**src/rtl/flash_pkg.sv**
```systemverilog
// Shared constants and state encoding for the SPI flash READ responder.
package flash_pkg;

  localparam logic [7:0] C_OP_READ   = 8'h03;
  localparam int         C_OP_BITS   = 8;
  localparam int         C_ADDR_BITS = 24;

  typedef enum logic [2:0] {
    ST_IDLE,
    ST_CMD,
    ST_ADDR,
    ST_DATA,
    ST_IGNORE
  } state_t;

endpackage

```
**src/rtl/spi_sync_edge.sv**
```systemverilog
// Two-flop synchronizer for one asynchronous pin, plus a third register
// that yields single-cycle rise and fall strobes of the synchronized level.
module spi_sync_edge (
  input  logic i_clk,
  input  logic i_reset_n,
  input  logic i_async,
  output logic o_level,
  output logic o_rise,
  output logic o_fall
);

  logic r_meta;
  logic r_sync;
  logic r_prev;

  always_ff @(posedge i_clk or negedge i_reset_n) begin
    if (!i_reset_n) begin
      r_meta <= 1'b0;
      r_sync <= 1'b0;
      r_prev <= 1'b0;
    end else begin
      r_meta <= i_async;
      r_sync <= r_meta;
      r_prev <= r_sync;
    end
  end

  assign o_level = r_sync;
  assign o_rise  = r_sync & ~r_prev;
  assign o_fall  = ~r_sync & r_prev;

endmodule

```
**src/rtl/spi_responder_flash.sv**
```systemverilog
// SPI mode-0 device end of a flash READ (0x03) bus: decodes opcode and address,
// streams memory bytes MSB-first with auto-increment and wrap at the array top.
module spi_responder_flash
  import flash_pkg::*;
#(
  parameter int         G_ADDR_WIDTH  = 17,
  parameter logic [7:0] G_READ_OPCODE = C_OP_READ
) (
  input  logic                    i_sys_clk,
  input  logic                    i_reset_n,
  input  logic                    i_spi_clk,
  input  logic                    i_spi_cs_n,
  input  logic                    i_spi_si,
  output logic                    o_spi_so,
  output logic                    o_mem_rd_en,
  output logic [G_ADDR_WIDTH-1:0] o_mem_addr,
  input  logic [7:0]              i_mem_data,
  output logic                    o_busy,
  output logic                    o_cmd_error
);

  // The shift register only needs to hold the implemented address bits, so
  // the ignored upper address bits simply fall off its top.
  localparam int         C_SR_W      = (G_ADDR_WIDTH > C_OP_BITS) ? G_ADDR_WIDTH : C_OP_BITS;
  localparam logic [4:0] C_CMD_LAST  = 5'(C_OP_BITS - 1);
  localparam logic [4:0] C_ADDR_LAST = 5'(C_ADDR_BITS - 1);
  localparam logic [4:0] C_BYTE_LAST = 5'd7;

  logic w_sck_rise;
  logic w_sck_fall;
  logic w_unused_sck_level;
  logic w_cs_rise;
  logic w_cs_fall;
  logic w_unused_cs_level;
  logic w_si;
  logic w_unused_si_rise;
  logic w_unused_si_fall;

  logic [C_SR_W-1:0] w_shift_next;

  state_t                  r_state;
  logic [4:0]              r_bit_cnt;
  logic [C_SR_W-2:0]       r_shift_in;
  logic [G_ADDR_WIDTH-1:0] r_addr;
  logic [7:0]              r_buf;
  logic [7:0]              r_shift_out;
  logic                    r_so;
  logic                    r_rd_en;
  logic                    r_rd_vld_p1;
  logic                    r_fetch_req;
  logic [G_ADDR_WIDTH-1:0] r_mem_addr;
  logic                    r_cmd_error;

  spi_sync_edge u_sync_sck (
    .i_clk     (i_sys_clk),
    .i_reset_n (i_reset_n),
    .i_async   (i_spi_clk),
    .o_level   (w_unused_sck_level),
    .o_rise    (w_sck_rise),
    .o_fall    (w_sck_fall)
  );

  spi_sync_edge u_sync_cs (
    .i_clk     (i_sys_clk),
    .i_reset_n (i_reset_n),
    .i_async   (i_spi_cs_n),
    .o_level   (w_unused_cs_level),
    .o_rise    (w_cs_rise),
    .o_fall    (w_cs_fall)
  );

  spi_sync_edge u_sync_si (
    .i_clk     (i_sys_clk),
    .i_reset_n (i_reset_n),
    .i_async   (i_spi_si),
    .o_level   (w_si),
    .o_rise    (w_unused_si_rise),
    .o_fall    (w_unused_si_fall)
  );

  assign w_shift_next = {r_shift_in, w_si};

  always_ff @(posedge i_sys_clk or negedge i_reset_n) begin
    if (!i_reset_n) begin
      r_state     <= ST_IDLE;
      r_bit_cnt   <= '0;
      r_shift_in  <= '0;
      r_addr      <= '0;
      r_buf       <= '0;
      r_shift_out <= '0;
      r_so        <= 1'b0;
      r_rd_en     <= 1'b0;
      r_rd_vld_p1 <= 1'b0;
      r_fetch_req <= 1'b0;
      r_mem_addr  <= '0;
      r_cmd_error <= 1'b0;
    end else begin
      r_rd_en     <= 1'b0;
      r_cmd_error <= 1'b0;
      r_rd_vld_p1 <= r_rd_en;
      // Read data lands one cycle after the strobe; drop it once the frame ended.
      if (r_rd_vld_p1 && (r_state == ST_DATA)) begin
        r_buf <= i_mem_data;
      end

      if (w_cs_rise) begin
        r_state     <= ST_IDLE;
        r_so        <= 1'b0;
        r_fetch_req <= 1'b0;
        r_bit_cnt   <= '0;
      end else begin
        case (r_state)
          ST_IDLE: begin
            if (w_cs_fall) begin
              r_state    <= ST_CMD;
              r_bit_cnt  <= '0;
              r_shift_in <= '0;
              r_so       <= 1'b0;
            end
          end

          ST_CMD: begin
            if (w_sck_rise) begin
              r_shift_in <= w_shift_next[C_SR_W-2:0];
              if (r_bit_cnt == C_CMD_LAST) begin
                r_bit_cnt <= '0;
                if (w_shift_next[7:0] == G_READ_OPCODE) begin
                  r_state <= ST_ADDR;
                end else begin
                  r_cmd_error <= 1'b1;
                  r_state     <= ST_IGNORE;
                end
              end else begin
                r_bit_cnt <= r_bit_cnt + 5'd1;
              end
            end
          end

          ST_ADDR: begin
            if (w_sck_rise) begin
              r_shift_in <= w_shift_next[C_SR_W-2:0];
              if (r_bit_cnt == C_ADDR_LAST) begin
                r_bit_cnt  <= '0;
                r_addr     <= w_shift_next[G_ADDR_WIDTH-1:0];
                r_mem_addr <= w_shift_next[G_ADDR_WIDTH-1:0];
                r_rd_en    <= 1'b1;
                r_state    <= ST_DATA;
              end else begin
                r_bit_cnt <= r_bit_cnt + 5'd1;
              end
            end
          end

          ST_DATA: begin
            // Prefetch the following byte right after the buffer was consumed.
            if (r_fetch_req) begin
              r_fetch_req <= 1'b0;
              r_rd_en     <= 1'b1;
              r_mem_addr  <= r_addr + G_ADDR_WIDTH'(1);
              r_addr      <= r_addr + G_ADDR_WIDTH'(1);
            end
            if (w_sck_fall) begin
              if (r_bit_cnt == 5'd0) begin
                r_so        <= r_buf[7];
                r_shift_out <= {r_buf[6:0], 1'b0};
                r_fetch_req <= 1'b1;
              end else begin
                r_so        <= r_shift_out[7];
                r_shift_out <= {r_shift_out[6:0], 1'b0};
              end
              r_bit_cnt <= (r_bit_cnt == C_BYTE_LAST) ? 5'd0 : r_bit_cnt + 5'd1;
            end
          end

          ST_IGNORE: begin
            r_so <= 1'b0;
          end

          default: begin
            r_state <= ST_IDLE;
          end
        endcase
      end
    end
  end

  assign o_spi_so    = r_so;
  assign o_mem_rd_en = r_rd_en;
  assign o_mem_addr  = r_mem_addr;
  assign o_busy      = (r_state != ST_IDLE);
  assign o_cmd_error = r_cmd_error;

endmodule
```
**config.mk**
```make
export PLATFORM = sky130hd
export DESIGN_NAME = spi_responder_flash
export DESIGN_NICKNAME = d
export VERILOG_FILES = /design/src/rtl/flash_pkg.sv /design/src/rtl/spi_sync_edge.sv /design/src/rtl/spi_responder_flash.sv
export SDC_FILE = /design/constraint.sdc
export NUM_CORES = 1
export LEC_CHECK = 0
export CORE_MARGIN = 4
export CORE_UTILIZATION = 53
export CTS_BUF_LIST = sky130_fd_sc_hd__clkbuf_16
export DETAILED_ROUTE_END_ITERATION = 10
export PLACE_DENSITY = 0.75
export SETUP_SLACK_MARGIN = 0.3
export SLEW_MARGIN = 5
export SYNTH_ARGS = -nofsm -noshare
export SYNTH_HDL_FRONTEND = slang
export SYNTH_SLANG_ARGS = --single-unit
```
**constraint.sdc**
```tcl
create_clock -name i_sys_clk -period 1.95 [get_ports i_sys_clk]
set_input_delay 0.39 -clock i_sys_clk [delete_from_list [all_inputs] [get_ports i_sys_clk]]
set_output_delay 0.39 -clock i_sys_clk [all_outputs]
set_load 0.03 [all_outputs]
```
==> results of run 1 <==
## layout make-up
class                           count  area share
Timing Repair Buffer               80      0.1723
Sequential cell                    69      0.3666
Clock inverter                      7     0.02094
Tap cell                           75     0.01988
Clock buffer                        9     0.04772
Multi-Input combinational cell    242      0.3523
Inverter                           24     0.02015
## metal layers
layer	wire length [µm]	part of all wire	track usage
met5	0	0	0
met4	237	0.024	0.1016
met3	770	0.079	0.05268
met2	4764	0.49	0.3719
met1	4006	0.41	0.3402
## cell families after synthesis
family / count (synthesis) / share of synthesized area
XOR/XNOR: 1 / 0.002569
adder cells (fa/ha/maj): 3 / 0.01101
buffers and inverters: 44 / 0.06715
flip-flops: 69 / 0.5064
multiplexers: 16 / 0.04991
AND/OR/NAND/NOR: 123 / 0.1864
AO/OA/AOI/OAI: 99 / 0.1765
## worst register-to-register path, delay by kind of cell (launching register included)
kind	cells	cell delay, ns
buffers and inverters	4	0.55
DFF	1	0.41
and+or+nand+nor	3	0.44
AOI/OAI and AO/OA	2	0.33
## what timing repair did
item	in CTS	in global routing
pin swaps	9	12
cloned	4	2
endpoints found under the hold margin	10	0
buffers inserted	18	5
hold buffers	1	0
endpoints found under the setup margin	64	55
resized for setup	53	57
## layout by cell type (no fill, tap or decap), types with 4 or more instances in the layout
cell type                         count
sky130_fd_sc_hd__dfrtp_1             66
sky130_fd_sc_hd__a21oi_1             28
sky130_fd_sc_hd__nand3_1             26
sky130_fd_sc_hd__buf_4               26
sky130_fd_sc_hd__nand2_1             23
sky130_fd_sc_hd__o21ai_1             22
sky130_fd_sc_hd__inv_1               22
sky130_fd_sc_hd__nor2_1              19
sky130_fd_sc_hd__dlygate4sd2_1       19
sky130_fd_sc_hd__buf_6               13
sky130_fd_sc_hd__clkdlybuf4s50_1     11
sky130_fd_sc_hd__clkbuf_16           10
sky130_fd_sc_hd__o21ai_0              8
sky130_fd_sc_hd__mux2_2               8
sky130_fd_sc_hd__mux2i_1              8
sky130_fd_sc_hd__o22ai_1              7
sky130_fd_sc_hd__nor2b_1              6
sky130_fd_sc_hd__a31oi_1              6
sky130_fd_sc_hd__a2bb2oi_1            4
sky130_fd_sc_hd__buf_12               4
## cell usage after synthesis, drive strengths merged (2+ instances only)
cell type and count:
dfrtp 69, a21oi 33, o21ai 32, nand3 29
nand2 26, inv 24, nor2 23, buf 16
mux2 8, mux2i 8, nor2b 8, nor3 8
o22ai 7, a2bb2oi 6, a31oi 6, and2 5
and3 4, clkbuf 4, nand2b 4, and4 3
ha 3, nand4 3, nor4 3, o211ai 3
a22o 2, a22oi 2, or3 2
## power breakdown
group          switching, mW  internal (mW)
Clock                  0.635           1.13
Combinational          0.837          0.804
Sequential            0.0679           1.51
Total                   1.54           3.44
## how the worst max path moves through the flow
stage | end
floorplan | o_mem_addr[16]$_DFFE_PN0P_
global placement | r_shift_in[10]$_DFFE_PN0P_
detailed placement | r_shift_in[11]$_DFFE_PN0P_
CTS | o_busy
global route | o_mem_addr[3]$_DFFE_PN0P_
finish | r_shift_in[15]$_DFFE_PN0P_
## registers in the layout (all words and copies together) (netlist names)
register,cells
r_rd_vld_p1,1
r_bit_cnt,5
u_sync_sck.o_level,1
r_fetch_req,1
u_sync_cs.r_prev,1
r_state,3
r_buf,8
u_sync_si.o_level,1
u_sync_cs.o_level,1
u_sync_cs.r_meta,1
u_sync_sck.r_prev,1
u_sync_si.r_meta,1
r_shift_out,7
o_spi_so,1
o_mem_rd_en,1
r_shift_in,16
o_cmd_error,1
o_mem_addr,17
u_sync_sck.r_meta,1
==> impl_metrics.toml, run 1 <==
[status]
status = "complete, no violations"

[timing]
achievable-frequency_mhz = 550.2
worst_hold_slack_ns = 0.3475
max_slew_violation_count = 0
setup_viol_count_final = 0
tightestPinTransition_ns = 0.7940
clock-skew-final_ns = 0.007180
layout_setup_ws_ns = 0.1325
timing_hold_violations_final = 0
period_share = 0.9320
setup_total_negative_slack_ns = 0
worst_slew_margin_rel = 0.4701
timing.final.crit_period_ns = 1.817
grt_setup_unrepaired = "true"

[critical_path]
kind_of_capture_point_of_the_worst_setup_path = "register"
cp-startpoint = "r_state[0]$_DFFE_PN0P_"
reg2regPathDepth = 9
crit_buf_inv = 4
delay_contributed_by_the_slowest_stage_of_the_critical_path_ns = 0.41
crit_top_cell = "sky130_fd_sc_hd__buf_12"
timing.critical_path.from_type = "register"
critical_path_cell_count = 9
setup.worst_path.class = "reg2reg"
rrSetupSlack_ns = 0.13
worst_r2r_startpoint = "r_state[0]$_DFFE_PN0P_"
timing.critical_path.slowest_stage_cell = "sky130_fd_sc_hd__dfrtp_1"
path_cells = "buf_6 > buf_12 > nor2_2 > nand2_1 > a21oi_4 > buf_12 > buf_12 > nand3_1 > o21ai_1"
required_ns = 2.19
worst-path-max-fanout = 8
critical_path_arrival_ns = 2.06
critical-path-top-delay-family = "buffers and inverters"
timing.rr.end = "r_shift_in[15]$_DFFE_PN0P_"

[cts]
numCtsBuffers = 9
cts_max_level = 3
clkTransAtPathRegs_ns = 0.06
cts-root-to-sink-buffers = 2
clock_latency_at_the_later_pin_of_the_worst_skew_pair_ns = 0.33
tritoncts_clock_tree = "built"
cts_root_buffer = "sky130_fd_sc_hd__clkbuf_16"
cts.sink_count = 69

[hold_path]
hold_class = "reg2reg"
hp-start = "u_sync_si.r_meta$_DFF_PN0_"
timing.hold.worst_endpoint = "u_sync_si.o_level$_DFF_PN0_"
holdPathStages = 0

[floorplanning]
die_area_mm2 = 0.007780
floorplan.initialDensity = 0.5593
chipHeight_um = 88.21
chipWidth_um = 88.21
ioPinCount = 34
core-area_mm2 = 0.006096
core.rowCount = 28

[yosys]
synth_area_leader_cell = "sky130_fd_sc_hd__dfrtp_1"
yosys_warnings = 0
synth.ff_latch_count = 69
synthArstFlopShare = 1.000
netlist-cell-type-count = 52
synth_largest_type_area_fraction = 0.5064
postSynthAreaPerCell_um2 = 9.604
synth_area_mm2 = 0.003410
postSynthCellCount = 355
sequential_fraction_of_the_synthesis_area = 0.5064
ys_dominant_reg_cell = "sky130_fd_sc_hd__dfrtp_1"
synth_area_leaders = "sky130_fd_sc_hd__dfrtp_1 (51%), sky130_fd_sc_hd__a21oi_1 (4.7%), sky130_fd_sc_hd__nand3_1 (4.3%)"
synth_edf_count = 0
syn-num-nets = 371

[global_routing]
first_global_vias = 2965
antenna_found_initial = 0
pin_count_of_the_biggest_net_entering_global_routing = 39
grt_remaining_overflow = 0
grt_first_pass_wirelength_um = 14760
grt_util_all_layers = 0.2445

[placed_design]
number_of_buffers_inserted_by_port_buffering = 33
dpl_worst_slack_ns = 0.08971
hpwl_um = 5113
placedCellCount = 460
placedInstanceArea_mm2 = 0.003854
weighted_congestion_reported_at_the_end_of_routability_driven_placement = 0.8525

[route]
detail_route.first_pass.iterations = 5
route.vias.total = 3183
drcViolationCount = 0
ant_nets = 0
vias_per_cell = 6.291
drtIter0Drc = 326
average_routed_wire_per_standard_cell_um = 19.33
total_routed_wirelength_um = 9779

[layout]
postLayoutCoreUtil = 0.7742
multiInputGateArea_mm2 = 0.001663
final_cell_count_no_fill = 506
antenna_diodes = 0
area_growth_pct = 38.42
ff_latch_area_mm2 = 0.001730
drive_gt1_frac = 0.2784
final_design_instance_area_without_fill_mm2 = 0.004720
number_of_nets_in_the_layout = 442
fillerInstances = 394

[power_and_ir_drop]
leak_nw = 2.160
fin_total_pwr_mw = 4.981
vdd_ir_drop_max_v = 0.001095
p_per_area_mw_per_mm2 = 1055

[run]
maxCapViolCount = 0
No activity file was read; power rests on OpenSTA's default activity.
==> run 2, diff against run 1 <==
- CORE_UTILIZATION: 53 -> 50
- PLACE_DENSITY: 0.75 -> 0.71
==> run 2 against run 1 <==
Compared with the run above:
- sequential power is essentially flat
- final cell count shrank 1.2%
- total power shrank 1.9%
- fmax grew 4.2%
- register-to-register slack gained 0.07 ns
- clock skew is essentially flat
- wire length shrank 6.6%
- first-iteration DRC count shrank 17%
- clock power is essentially flat
- worst hold slack lost 0.28 ns
- flip-flop and latch count is the same
- critical path type unchanged
- largest power group unchanged
==> impl_metrics.toml, run 2 (same netlist as run 1, synthesis figures left out) <==
[layout]
most-common-layout-cells = "sky130_fd_sc_hd__dfrtp_1 (63), sky130_fd_sc_hd__nand3_1 (24), sky130_fd_sc_hd__inv_1 (23), sky130_fd_sc_hd__nand2_1 (23)"
antenna_diodes = 0
number_of_nets_in_the_layout = 434
drive_gt1_frac = 0.3144
layout.cells.most_common = "sky130_fd_sc_hd__dfrtp_1"
largest_reg_flops = 17
area_growth_pct = 40.77

[cts]
ctsHoldBuffers = 0
clkTransAtPathRegs_ns = 0.06
tritoncts_clock_tree = "built"
cts.sink_count = 69
cts_max_level = 3
numCtsBuffers = 9
cts-root-to-sink-buffers = 2
cts_root_buffer = "sky130_fd_sc_hd__clkbuf_16"
clock_latency_at_the_later_pin_of_the_worst_skew_pair_ns = 0.33

[power_and_ir_drop]
intPower_mw = 3.372
pwr-share-seq = 0.323
fin_total_pwr_mw = 4.888
leak_nw = 2.131
power.switching_mw = 1.517
combinationalPowerShare = 0.312
power.share.clock = 0.365
vdd_ir_drop_max_v = 0.0006002
p_sw_frac = 0.3102
p_per_area_mw_per_mm2 = 1018

[timing]
worst_hold_slack_ns = 0.07018
worst_slew_margin_rel = 0.6272
tightestPinTransition_ns = 0.5541
clock-skew-final_ns = 0.006781
timing_hold_violations_final = 0
achievable-frequency_mhz = 573.2
max_slew_violation_count = 0
period_share = 0.8947
timing.final.crit_period_ns = 1.745
setup_viol_count_final = 0
grt_setup_unrepaired = "true"

[critical_path]
timing.critical_path.from_type = "register"
required_ns = 2.20
kind_of_capture_point_of_the_worst_setup_path = "register"
critical_path_arrival_ns = 2.00
setup.worst_path.class = "reg2reg"
worst-path-max-fanout = 7

[route]
ant_nets = 0
vias_per_cell = 6.040
total_routed_wirelength_um = 9130
drtIter0Drc = 269
detail_route.first_pass.iterations = 4
drcViolationCount = 0
route.vias.total = 3020
average_routed_wire_per_standard_cell_um = 18.26

[placed_design]
hpwl_um = 5117
weighted_congestion_reported_at_the_end_of_routability_driven_placement = 0.8506
number_of_buffers_inserted_by_port_buffering = 33

[floorplanning]
chipHeight_um = 90.58
floorplan.initialDensity = 0.5249
core-area_mm2 = 0.006495
core.rowCount = 29
ioPinCount = 34
chipWidth_um = 90.58
die_area_mm2 = 0.008204

[global_routing]
grt_first_pass_wirelength_um = 14690
grt_util_all_layers = 0.2206
first_global_vias = 3030
pin_count_of_the_biggest_net_entering_global_routing = 70
grt_remaining_overflow = 0
antenna_found_initial = 0

[status]
status = "complete, no violations"

[hold_path]
hold_class = "in2async"

[run]
maxCapViolCount = 0
run 2: area by class of cell:
class,instances,area (µm²)
multi-input combinational,243,1798
timing repair buffer,71,749.5
fill,435,1695
inverter,24,92.59
sequential,69,1734
tap,77,96.34
clock buffer,9,225.2
clock inverter,7,103.9
run 2: critical path, cell delays in order (launching register included):
cell	delay [ns]
sky130_fd_sc_hd__dfrtp_2	0.45
sky130_fd_sc_hd__nand4b_1	0.27
sky130_fd_sc_hd__nor3_2	0.25
sky130_fd_sc_hd__o211ai_2	0.18
sky130_fd_sc_hd__inv_4	0.16
sky130_fd_sc_hd__buf_8	0.16
sky130_fd_sc_hd__a21oi_2	0.07
sky130_fd_sc_hd__a21oi_2	0.12
run 2: what timing repair did:
| item | CTS | global route |
|---|---|---|
| pin swaps | 10 | 12 |
| endpoints found under the setup margin | 66 | 61 |
| resized for setup | 54 | 75 |
| gates cloned | 3 | 2 |
| buffers inserted | 16 | 1 |
run 2: final timing paths:
check                                         endpoint  slack, ns                        from  cells past startpoint
setup reg to reg             o_mem_addr[9]$_DFFE_PN0P_       0.21    r_bit_cnt[3]$_DFFE_PN0P_                      7
hold / removal                r_bit_cnt[4]$_DFFE_PN0P_       0.07                   i_reset_n                      2
setup / recovery             o_mem_addr[9]$_DFFE_PN0P_       0.21    r_bit_cnt[3]$_DFFE_PN0P_                      7
max in group asynchronous    o_mem_addr[5]$_DFFE_PN0P_       1.58                   i_reset_n                      2
min in group i_sys_clk     u_sync_si.o_level$_DFF_PN0_       0.36  u_sync_si.r_meta$_DFF_PN0_                      0
hold reg to reg            u_sync_si.o_level$_DFF_PN0_       0.36  u_sync_si.r_meta$_DFF_PN0_                      0
run 2: power groups by stage:
stage	Sequential (mW)	Clock [mW]	Combinational (mW)
2_1_floorplan	1.57	0	0.699
3_3_place_gp	1.59	0	0.914
3_5_place_dp	1.60	0	0.933
4_1_cts	1.57	1.80	1.16
5_1_grt	1.59	1.88	1.64
6_report	1.58	1.78	1.52
run 2: metrics by stage:
| step | setup TNS, ns | util | instance area, µm² | worst slack (ns) | std cells |
|---|---|---|---|---|---|
| global route | 0 | 0.7390 | 4800 | 0.1161 | 500 |
| detailed placement | -0.03180 | 0.5918 | 3844 | -0.03046 | 462 |
| finish | 0 | 0.7390 | 4800 | 0.2053 | 500 |
| floorplan | 0 | - | 3415 | 0.3096 | 355 |
| CTS | 0 | 0.6846 | 4447 | 0.1015 | 497 |
| global placement | 0 | 0.5918 | 3844 | 0.08310 | 462 |
run 2: routing by layer:
layer	routed length, µm	GRT usage	part of all wire	up-vias
li1	-	-	-	1398
met1	3888	0.2971	0.43	1495
met2	4581	0.3477	0.50	108
met3	466	0.04000	0.051	19
met4	194	0.09821	0.021	0
met5	0	0	0	-
